[config.mk]
export PLATFORM = sky130hd
export DESIGN_NAME = scan_sequencer
export DESIGN_NICKNAME = d
export VERILOG_FILES = /design/src/rtl/scan_pkg.sv /design/src/rtl/scan_pos_gen.sv /design/src/rtl/scan_sequencer.sv
export SDC_FILE = /design/constraint.sdc
export NUM_CORES = 1
export LEC_CHECK = 0
export CAP_MARGIN = 40
export CORE_MARGIN = 2
export CORE_UTILIZATION = 58
export DETAILED_ROUTE_END_ITERATION = 10
export DONT_BUFFER_PORTS = 1
export PLACE_DENSITY = 0.85
export SYNTH_ARGS = -nofsm -noshare
export SYNTH_HDL_FRONTEND = slang
export SYNTH_SLANG_ARGS = --single-unit
[constraint.sdc]
create_clock -name clk -period 2.8 [get_ports clk]
set_clock_uncertainty 0.05 [all_clocks]
set_input_delay 0.56 -clock clk [delete_from_list [all_inputs] [get_ports clk]]
set_output_delay 0.56 -clock clk [all_outputs]
set_load 0.03 [all_outputs]
[src/rtl/scan_pkg.sv]
// Shared types and constants for the raster-scan sequencer.
package scan_pkg;

  typedef enum logic [1:0] {
    IDLE = 2'd0,
    REQ  = 2'd1,
    EMIT = 2'd2,
    DONE = 2'd3
  } scan_state_t;

  localparam int WIN_SIZE = 3;
  localparam int MIN_DIM  = 3;

endpackage

[src/rtl/scan_pos_gen.sv]
// Column/row/address position generator for the raster scan.
// Clear and load take priority over advance; last_pixel is combinational.
module scan_pos_gen #(
  parameter int COL_BITS  = 10,
  parameter int ROW_BITS  = 10,
  parameter int ADDR_BITS = 16
) (
  input  logic                 clk,
  input  logic                 n_rst,
  input  logic                 clear,
  input  logic                 load,
  input  logic                 advance,
  input  logic [COL_BITS-1:0]  width,
  input  logic [ROW_BITS-1:0]  height,
  input  logic [ADDR_BITS-1:0] base_addr,
  output logic [COL_BITS-1:0]  col,
  output logic [ROW_BITS-1:0]  row,
  output logic [ADDR_BITS-1:0] addr,
  output logic                 last_pixel
);

  logic col_at_end;

  assign col_at_end = (col == width - COL_BITS'(1));
  assign last_pixel = col_at_end && (row == height - ROW_BITS'(1));

  // NOTE: sequential state uses non-blocking assignments so every flop samples pre-edge values.
  always_ff @(posedge clk or negedge n_rst) begin
    if (!n_rst) begin
      col  <= '0;
      row  <= '0;
      addr <= '0;
    end else begin
      if (clear) begin
        col <= '0;
        row <= '0;
      end else if (advance) begin
        if (col_at_end) begin
          col <= '0;
          row <= row + ROW_BITS'(1);
        end else begin
          col <= col + COL_BITS'(1);
        end
      end

      // Address wraps naturally modulo 2^ADDR_BITS.
      if (load)
        addr <= base_addr;
      else if (advance)
        addr <= addr + ADDR_BITS'(1);
    end
  end

endmodule

[src/rtl/scan_sequencer.sv]
// Raster-scan controller: per-pixel read handshake, 3x3 window strobe with backpressure.
// Optional SCAN_ABORT_EN adds an abort input that returns the sequencer to IDLE.
module scan_sequencer
  import scan_pkg::*;
#(
  parameter int COL_BITS  = 10,
  parameter int ROW_BITS  = 10,
  parameter int ADDR_BITS = 16
) (
  input  logic                 clk,
  input  logic                 n_rst,
  input  logic                 start,
  input  logic [COL_BITS-1:0]  img_width,
  input  logic [ROW_BITS-1:0]  img_height,
  input  logic [ADDR_BITS-1:0] base_addr,
`ifdef SCAN_ABORT_EN
  input  logic                 abort,
`endif
  output logic                 rd_req,
  output logic [ADDR_BITS-1:0] rd_addr,
  input  logic                 rd_ack,
  output logic                 win_valid,
  output logic [COL_BITS-1:0]  win_col,
  output logic [ROW_BITS-1:0]  win_row,
  input  logic                 out_ready,
  output logic                 busy,
  output logic                 frame_done,
  output logic                 cfg_err
);

  scan_state_t state, next_state;

  logic [COL_BITS-1:0] width_q;
  logic [ROW_BITS-1:0] height_q;
  logic [COL_BITS-1:0] col;
  logic [ROW_BITS-1:0] row;
  logic                last_pixel;

  logic pos_clear, pos_load, pos_advance;
  logic cfg_latch, cfg_reject;
  logic abort_hit, dims_ok, in_window;

  logic rd_req_d, win_valid_d, busy_d, frame_done_d, cfg_err_d, win_load;

`ifdef SCAN_ABORT_EN
  assign abort_hit = abort && (state != IDLE);
`else
  assign abort_hit = 1'b0;
`endif

  assign dims_ok   = (img_width  >= COL_BITS'(MIN_DIM)) &&
                     (img_height >= ROW_BITS'(MIN_DIM));
  assign in_window = (col >= COL_BITS'(WIN_SIZE - 1)) &&
                     (row >= ROW_BITS'(WIN_SIZE - 1));

  scan_pos_gen #(
    .COL_BITS (COL_BITS),
    .ROW_BITS (ROW_BITS),
    .ADDR_BITS(ADDR_BITS)
  ) u_pos_gen (
    .clk       (clk),
    .n_rst     (n_rst),
    .clear     (pos_clear),
    .load      (pos_load),
    .advance   (pos_advance),
    .width     (width_q),
    .height    (height_q),
    .base_addr (base_addr),
    .col       (col),
    .row       (row),
    .addr      (rd_addr),
    .last_pixel(last_pixel)
  );

  always_ff @(posedge clk or negedge n_rst) begin
    if (!n_rst) begin
      state    <= IDLE;
      width_q  <= '0;
      height_q <= '0;
    end else begin
      state <= next_state;
      if (cfg_latch) begin
        width_q  <= img_width;
        height_q <= img_height;
      end
    end
  end

  // NOTE: every combinational output gets a default first, so no path can infer a latch.
  always_comb begin
    next_state  = state;
    pos_clear   = 1'b0;
    pos_load    = 1'b0;
    pos_advance = 1'b0;
    cfg_latch   = 1'b0;
    cfg_reject  = 1'b0;
    if (abort_hit) begin
      next_state = IDLE;
      pos_clear  = 1'b1;
    end else begin
      case (state)
        IDLE: begin
          if (start) begin
            if (dims_ok) begin
              next_state = REQ;
              cfg_latch  = 1'b1;
              pos_clear  = 1'b1;
              pos_load   = 1'b1;
            end else begin
              cfg_reject = 1'b1;
            end
          end
        end
        REQ: begin
          if (rd_ack) begin
            if (in_window) begin
              next_state = EMIT;
            end else begin
              pos_advance = 1'b1;
              next_state  = last_pixel ? DONE : REQ;
            end
          end
        end
        EMIT: begin
          if (out_ready) begin
            pos_advance = 1'b1;
            next_state  = last_pixel ? DONE : REQ;
          end
        end
        DONE:    next_state = IDLE;
        default: next_state = IDLE;
      endcase
    end
  end

  // Outputs are decoded from next_state and registered, so they align with the state they describe.
  always_comb begin
    rd_req_d     = (next_state == REQ);
    win_valid_d  = (next_state == EMIT);
    busy_d       = (next_state != IDLE);
    frame_done_d = (next_state == DONE);
    cfg_err_d    = cfg_reject;
    win_load     = (state == REQ) && (next_state == EMIT);
  end

  always_ff @(posedge clk or negedge n_rst) begin
    if (!n_rst) begin
      rd_req     <= 1'b0;
      win_valid  <= 1'b0;
      busy       <= 1'b0;
      frame_done <= 1'b0;
      cfg_err    <= 1'b0;
      win_col    <= '0;
      win_row    <= '0;
    end else begin
      rd_req     <= rd_req_d;
      win_valid  <= win_valid_d;
      busy       <= busy_d;
      frame_done <= frame_done_d;
      cfg_err    <= cfg_err_d;
      if (win_load) begin
        win_col <= col - COL_BITS'(1);
        win_row <= row - ROW_BITS'(1);
      end
    end
  end

endmodule
After elaboration in Yosys (flattened, before gate mapping):

Cells that the tools add are included.
W data, S select, Z words.

* register bits: 83
* input bits: 41
* output and inout port bits: 41
* word-level logic and storage cells: 66

* add/sub/neg operators: 7
* magnitude comparators: 4
* equal/unequal tests: 8
* multiplexer cells: 25
* reduce and logical (&&, ||, !) cells: 9

Operators by type and width (number)
* $mux W10: 6
* $ge A10 B2 Y1 const B: 4
* $sub A10 B1 Y10 const B: 4
* $mux W16: 2
* $add A10 B1 Y10 const B: 2
* $eq A10 B10 Y1: 2
* $add A16 B1 Y16 const B: 1
* $mux W2: 6
* $mux W1: 9
* $eq A2 B2 Y1 const B: 4
* $pmux W2 S4: 1
* $reduce_bool A2 Y1: 3
* $eq A2 B1 Y1 const B: 2
* $logic_and A1 B1 Y1: 4
* $logic_not A2 Y1: 1
* $pmux W1 S2: 1
* $reduce_and A2 Y1: 1

Longest topological paths before layout:

Gate-level depths: netlist of the first run.

* depth in word-level cells: 9
* gate-level depth with buffers: 11
* mapped depth without buffers: 9

By module:

From an unflattened synthesis of the first run, not the netlist that was laid out.

* cell total of the unflattened synthesis: 522
* area, all modules: 5074.9 um^2

By module, submodules not included
* scan_pos_gen: instances 1, cells each 297, area an instance 2698.8 um^2, sequential area each 900.9 um^2
* scan_sequencer: instances 1, cells each 225, area an instance 2376.0 um^2, sequential area each 1176.1 um^2

Worst setup path after synthesis of the first run:

OpenSTA, ideal clock, no wires.

* kind: register to register
* start point: register width_q[2]
* end point: register win_col[2]
* library setup time: 0.125 ns
* arrival time: 2.764 ns
* data required time: 2.625 ns
* setup slack: -0.139 ns
* stages on the path, launching flop included: 10
* buffers on the path: 2
* clock period less this slack: 2.939 ns
* cell sequence: dfrtp_1 > or3_1 > buf_2 > or4b_1 > a211o_1 > nand3_2 > nand4_2 > a211oi_2 > buf_6 > mux2_4

* longest elaborated chain between the ends: 9
* elaborated cells between the ends (all ways): 10
* those cells by class: add/sub: 1; eq/ne: 2; mux: 5; reduce/logical: 2

Ends and longest elaborated chain
* start: declaration: line scan_sequencer.sv:33 `logic [COL_BITS-1:0] width_q;`
* start signal: assignment: line scan_sequencer.sv:83 `width_q <= img_width;`
* $sub A10 B1 Y10 (*): line scan_pos_gen.sv:24 `assign col_at_end = (col == width - COL_BITS'(1));`
* $eq A10 B10 Y1 (*): line scan_pos_gen.sv:24
* $logic_and A1 B1 Y1 (*): line scan_pos_gen.sv:25 `assign last_pixel = col_at_end && (row == height - ROW_BITS'(1));`
* $mux W2 (*): line scan_sequencer.sv:120, scan_sequencer.sv:127
* $mux W2: line scan_sequencer.sv:116 `if (in_window) begin`
* $mux W2: line scan_sequencer.sv:115 `if (rd_ack) begin`
* $pmux W2 S4 (*): line scan_sequencer.sv:101 `case (state)`
* $eq A2 B2 Y1 (*): line scan_sequencer.sv:143 `win_load = (state == REQ) && (next_state == EMIT);`
* $logic_and A1 B1 Y1 (*): line scan_sequencer.sv:143
* end signal: assignment: line scan_sequencer.sv:162 `win_col <= col - COL_BITS'(1);`
* end: declaration: line scan_sequencer.sv:23 `output logic [COL_BITS-1:0] win_col,`

Every way passes the cells marked *; elsewhere a longest branch is shown, timed or not.
A chain may end at the register's enable or synchronous reset.

Worst setup path in the final report of the first run:

* start point: register height_q[0]
* end point: register win_row[2]

* longest elaborated chain between the ends: 9
* elaborated cells between the ends (all ways): 10
* those cells by class: add/sub: 1; eq/ne: 2; mux: 5; reduce/logical: 2

Ends and longest elaborated chain
* start: declaration: line scan_sequencer.sv:34 `logic [ROW_BITS-1:0] height_q;`
* start signal: assignment: line scan_sequencer.sv:84 `height_q <= img_height;`
* $sub A10 B1 Y10 (*): line scan_pos_gen.sv:25
* $eq A10 B10 Y1 (*): line scan_pos_gen.sv:25
* $logic_and A1 B1 Y1 (*): line scan_pos_gen.sv:25
* $mux W2 (*): line scan_sequencer.sv:120, scan_sequencer.sv:127
* $mux W2: line scan_sequencer.sv:116
* $mux W2: line scan_sequencer.sv:115
* $pmux W2 S4 (*): line scan_sequencer.sv:101
* $eq A2 B2 Y1 (*): line scan_sequencer.sv:143
* $logic_and A1 B1 Y1 (*): line scan_sequencer.sv:143
* end signal: assignment: line scan_sequencer.sv:163 `win_row <= row - ROW_BITS'(1);`
* end: declaration: line scan_sequencer.sv:24 `output logic [ROW_BITS-1:0] win_row,`

Marked as above.

==> flow_summary.ini, run 1 <==
[power]
p_leak_nw = 2.48
power_density_nw_per_um2 = 1100
max-vdd-ir-drop_v = 0.000570

[worst_setup_path]
r2r_end = win_row[2]
cp_slowest_cell = or4bb_1
critPathBufInv = 3
crit_family = simple AND/OR/NAND/NOR gates
arrival_ns = 3.06
crit_chain = inv_2, ha_4, or4bb_1, a32oi_1, nand3_1, nor4_2, nand4_2, a211oi_4, buf_6, clkbuf_16, mux2_4
critPathLaunch = height_q[0]
required_ns = 3.00
cp.depth = 11
path_class = flip-flop to flip-flop
rrSetupSlack_ns = -0.06
reg2regPathDepth = 11
cpPeakStageDelay_ns = 0.42
end_kind = flip-flop
cp_max_fo = 5
start_kind = flip-flop
reg2reg_from = height_q[0]

[synth]
synth_top_family_by_area = simple AND/OR/NAND/NOR gates
yosysWarnings = 0
syn_nets = 584
async_flop_share_pct = 100
synth_xor_area_share_pct = 11.0
syn_inst = 531
synth_ff_type = dfrtp_1
synthMuxAreaShare_pct = 6.51
synth-simple-area-share_pct = 23.2
synth_edf_count = 0
syn_area_per_cell_um2 = 9.31
synth_fa_ha_area_share_pct = 3.04
yosys.cell_types.count = 59
yosysSeqAreaShare_pct = 42.0
ys_ff_latch = 83
netlist_area_um2 = 4940
synth_compound_area_share_pct = 9.95

[floorplan]
dieHeight_um = 96.3
initial_utilization_pct = 59.8
die_area_um2 = 9280
core_um2 = 8260
die_x_um = 96.3
rows = 33
ios = 82

[grt]
overflow = 0
groute.usage.overall_pct = 26.5
antenna_found_initial = 0
grt_pass1_vias = 4017
grt_pass1_wl_mm = 18.9
grt_max_degree = 84

[place]
dp.cells = 638
gp_congestion = 0.868
port_buffers = 0
dp_slack_ns = -0.0701
dpl.hpwl_mm = 7.95

[detailed_routing]
wire_per_inst_um = 17.8
drc_errors = 0
dr.pass1.iters = 5
drt_iter0_drc = 205
viasPerCell = 6.12
drt_wl_total_mm = 11.9
drtAntennaViolNets = 0
vias = 4073

[final_layout]
diodes = 0
fillers = 626
multi_input_area_um2 = 2750
regArea_um2 = 2080
final_common_cell = nand2_1
drive_above_1_share_pct = 18.7
layout.cells.non_filler = 666
nets = 609
final_cell_mix = nand2_1, dfrtp_1, buf_4
final_util_pct = 67.9
synthToLayoutAreaGrowth_pct = 13.4

[clock_tree]
cts_root_buf = clkbuf_8
cts_inserted_buffers = 9
cts_tree = done
htreeDepth = 3
path_clk_slew_ns = 0.09
cts.sinks = 83
max-clock-path-buffers = 2
insertion_delay_ns = 0.36

[timing]
fin_ws_ns = -0.0579
hold_violations = 0
fmax_ghz = 0.350
min_period_ns = 2.86
maxSlewViolCount = 0
relSlewSlack_pct = 63.7
fin_crit_sh_pct = 102
setup-violations-final = 10
tightest_slew_ns = 0.544
grt_setup_unrepaired = true

[status]
failed_checks = setup timing
status = complete, but fails checks

[worst_hold_path]
min_path_type = input pin to async pin

[flow_run]
cap_violations = 0
metal layers:
metal	vias to the layer above	part of all wire, %	GRT usage, %
li1	1884	-	-
met1	1973	40	31.8
met2	194	49	45.0
met3	22	9.3	7.75
met4	0	2.1	9.98
met5	-	0	0
cells by family (layout without fill, tap and decap cells):
logic type,Yosys count,in the layout
fa+ha+maj,12,12
compound gates,77,77
buf+inv,51,81
flops,83,83
mux,23,23
simple gates,223,223
xor+xnor,62,62
repair_timing:
item	4_1_cts	5_1_grt
cloned	1	1
buffers inserted	6	4
hold endpoints to repair	83	0
hold buffers	1	0
gates resized for setup	12	7
setup endpoints to repair	21	26
pin swaps	5	6
cell usage after synthesis, types with 4 or more instances:
cell / n / area [um2]
mux2i_1: 4 / 40.0
a21oi_1: 19 / 95.1
nand4_1: 11 / 68.8
ha_1: 12 / 150
mux2_4: 18 / 270
nand3_1: 17 / 85.1
xnor2_1: 33 / 289
xor2_1: 29 / 254
o21ai_0: 27 / 135
or3_1: 9 / 56.3
nor2_1: 21 / 78.8
and3_1: 12 / 75.1
nor4_1: 10 / 62.6
nor4b_1: 5 / 43.8
inv_1: 19 / 71.3
nand2_1: 94 / 353
clkbuf_1: 26 / 97.6
a31oi_1: 6 / 37.5
dfrtp_1: 83 / 2080
nor3_1: 11 / 55.1
nand2b_1: 10 / 62.6
worst max path at each step:
| stage | end | slack [ns] |
|---|---|---|
| 6_report | win_row[2] | -0.06 |
| 3_3_place_gp | win_row[5] | 0.04 |
| 3_5_place_dp | win_row[0] | -0.07 |
| 4_1_cts | win_col[7] | -0.009 |
| 5_1_grt | win_row[2] | -0.15 |
| 2_1_floorplan | win_col[2] | 0.001 |
flip-flops by register name (all words and copies together), names as in the netlist:
| signal | count |
|---|---|
| width_q | 10 |
| busy | 1 |
| frame_done | 1 |
| u_pos_gen.row | 10 |
| rd_req | 1 |
| win_col | 10 |
| cfg_err | 1 |
| win_valid | 1 |
| win_row | 10 |
| height_q | 10 |
| u_pos_gen.addr | 16 |
| u_pos_gen.col | 10 |
| state | 2 |
worst reg2reg max path, stage by stage (launching register included):
cell       delay, ns
dfrtp_1         0.40
inv_2           0.08
ha_4            0.14
or4bb_1         0.42
a32oi_1         0.21
nand3_1         0.12
nor4_2          0.25
nand4_2         0.19
a211oi_4        0.29
buf_6           0.16
clkbuf_16       0.15
mux2_4          0.30
area by class of cell:
cell class / count / share of cell area [%]
clock inverter: 5 / 0.536
sequential: 83 / 37.1
multi-input combinational: 397 / 49.0
inverter: 19 / 1.27
tap: 105 / 2.34
clock buffer: 11 / 2.34
timing repair buffer: 46 / 7.41
per-stage QoR:
stage | hold slack (ns) | cell area (um2) | setup TNS [ns] | power [mW]
floorplan | 0.214 | 4950 | 0 | 4.38
global placement | 0.217 | 5230 | 0 | 4.97
detailed placement | 0.216 | 5230 | -1.08 | 5.13
CTS | 0.0564 | 5550 | -0.0645 | 6.05
global route | 0.0659 | 5600 | -2.03 | 6.55
finish | 0.0452 | 5600 | -0.420 | 6.15
report_power, final:
| part | leakage, nW | total [mW] | internal, mW | switching, mW |
|---|---|---|---|---|
| clock network | 0.0791 | 0.753 | 0.318 | 0.434 |
| registers | 1.03 | 2.59 | 1.63 | 0.957 |
| logic | 1.36 | 2.80 | 1.36 | 1.44 |
No activity file was read; power rests on OpenSTA's default activity.
==> run 2, diff against run 1 <==
CORE_MARGIN = unset   (was 2)
==> run 2 against run 1 <==
Effect of this change: clock power up 20%; final cell count up 1.2%; die area down 4.1%; wire length up 5.2%; via count up 0.66%; setup slack better by 0.032 ns; critical endpoint is now win_col[1]; the flow still finishes with violations (setup timing); fmax up 1.1%.
==> flow_summary.ini, run 2 (synthesized netlist as in run 1, its figures left out) <==
[status]
status = complete, but fails checks
failed_checks = setup timing

[grt]
grt_pass1_wl_mm = 19.5
antenna_found_initial = 0
groute.usage.overall_pct = 28.7
overflow = 0
grt_max_degree = 84
grt_pass1_vias = 4006

[clock_tree]
cts_tree = done
cts.sinks = 83
max-clock-path-buffers = 2
path_clk_slew_ns = 0.09
insertion_delay_ns = 0.38
cts_root_buf = clkbuf_8
cts_inserted_buffers = 9
htreeDepth = 3

[worst_setup_path]
path_class = flip-flop to flip-flop
required_ns = 3.04
arrival_ns = 3.06
cpPeakStageDelay_ns = 0.49
cp_max_fo = 10
crit_chain = or3_4, or4b_1, a211o_1, nand3_2, nand4_4, a211oi_4, buf_6, buf_16, buf_4, mux2i_1
end_kind = flip-flop
cp_slowest_cell = or4b_1
start_kind = flip-flop

[floorplan]
ios = 82
die_x_um = 94.3
rows = 33
core_um2 = 8220
die_area_um2 = 8890
initial_utilization_pct = 60.1
dieHeight_um = 94.3

[power]
max-vdd-ir-drop_v = 0.000617
pwr-share-clk_pct = 13.7
p_leak_nw = 2.57
p_total_mw = 6.59
power_density_nw_per_um2 = 1130
p_seq_share_pct = 39.7
intPower_mw = 3.58
sw_frac_of_total_pct = 45.6
p_sw_mw = 3.00
p_comb_share_pct = 46.6

[final_layout]
drive_above_1_share_pct = 22.1
regArea_um2 = 2080
synthToLayoutAreaGrowth_pct = 18.2
multi_input_area_um2 = 2860
nets = 617
finalInstanceArea_um2 = 5840
top_register = u_pos_gen.addr
fillers = 561
largest_register_ff_count = 16
final_common_cell = nand2_1
diodes = 0
final_cell_mix = nand2_1, dfrtp_1, buf_4

[timing]
min_period_ns = 2.83
grt_setup_unrepaired = true
relSlewSlack_pct = 62.7
fin_ws_ns = -0.0258
maxSlewViolCount = 0
fmax_ghz = 0.354
fin_crit_sh_pct = 101
setup-violations-final = 17
hold_violations = 0
tightest_slew_ns = 0.559

[worst_hold_path]
min_path_type = input pin to async pin

[detailed_routing]
wire_per_inst_um = 18.5
viasPerCell = 6.08
dr.pass1.iters = 5
drc_errors = 0
vias = 4100
drt_iter0_drc = 167
drtAntennaViolNets = 0
drt_wl_total_mm = 12.5

[place]
port_buffers = 0
dpl.hpwl_mm = 8.01
place_area_um2 = 5250
gp_congestion = 0.862

[flow_run]
cap_violations = 0
-- run 2: worst max-delay path, delay by kind of cell, from the launching register on --
family / cells / cell delay [ns]
simple gates: 4 / 1.10
compound gates: 2 / 0.52
buf+inv: 3 / 0.44
flops: 1 / 0.41
mux: 1 / 0.22
-- run 2: metrics by stage --
| stage | util (%) | hold slack [ns] | setup slack, ns | setup TNS [ns] | cells |
|---|---|---|---|---|---|
| floorplan | - | 0.214 | 0.000979 | 0 | 531 |
| global placement | 63.8 | 0.216 | 0.0391 | 0 | 640 |
| detailed placement | 63.8 | 0.216 | -0.0878 | -1.44 | 640 |
| CTS | 68.3 | 0.0469 | 0.00529 | 0 | 663 |
| global route | 71.1 | 0.0467 | -0.120 | -1.77 | 674 |
| finish | 71.1 | 0.0233 | -0.0258 | -0.142 | 674 |
-- run 2: worst paths after layout --
kind / slack (ns) / depth (start not counted) / startpoint / to
setup / recovery: -0.03 / 10 / width_q[3] / win_col[1]
hold / removal: 0.02 / 1 / n_rst / win_row[7]
setup reg to reg: -0.03 / 10 / width_q[3] / win_col[1]
hold reg to reg: 0.45 / 2 / height_q[8] / height_q[8]
max in group asynchronous: 2.34 / 1 / n_rst / u_pos_gen.addr[14]
min in group clk: 0.23 / 2 / img_width[8] / width_q[8]
-- run 2: final cells by class --
| type | instances | share of cell area [%] |
|---|---|---|
| multi-input cells | 397 | 49.0 |
| inverters | 19 | 1.22 |
| flip-flops and latches | 83 | 35.6 |
| repair buffers | 54 | 8.49 |
| well taps | 105 | 2.25 |
| clock buffers | 11 | 2.42 |
| clock inverters | 5 | 1.07 |
-- run 2: power groups by stage --
stage	Sequential (mW)	Combinational, mW	Clock, mW
CTS	2.58	2.74	0.895
global placement	2.57	2.39	0
detailed placement	2.60	2.52	0
global route	2.68	3.34	0.968
finish	2.61	3.07	0.901
floorplan	2.53	1.84	0
-- run 2: routing by layer --
metal  part of all wire (%)  vias up  GRT usage (%)
met1                     40     1986           35.1
met3                    7.9       20           7.44
met2                     50      186           48.1
met5                      0        -              0
met4                    2.0        0           12.1
li1                       -     1908              -
-- run 2: timing repair --
action                                  in CTS  in global routing
hold buffers                                 1                  0
hold endpoints to repair                    83                  0
endpoints found under the setup margin      24                 27
resized for setup                           14                 25
pin swaps                                    3                  8
setup buffers                                5                 10
cloned                                       1                  1
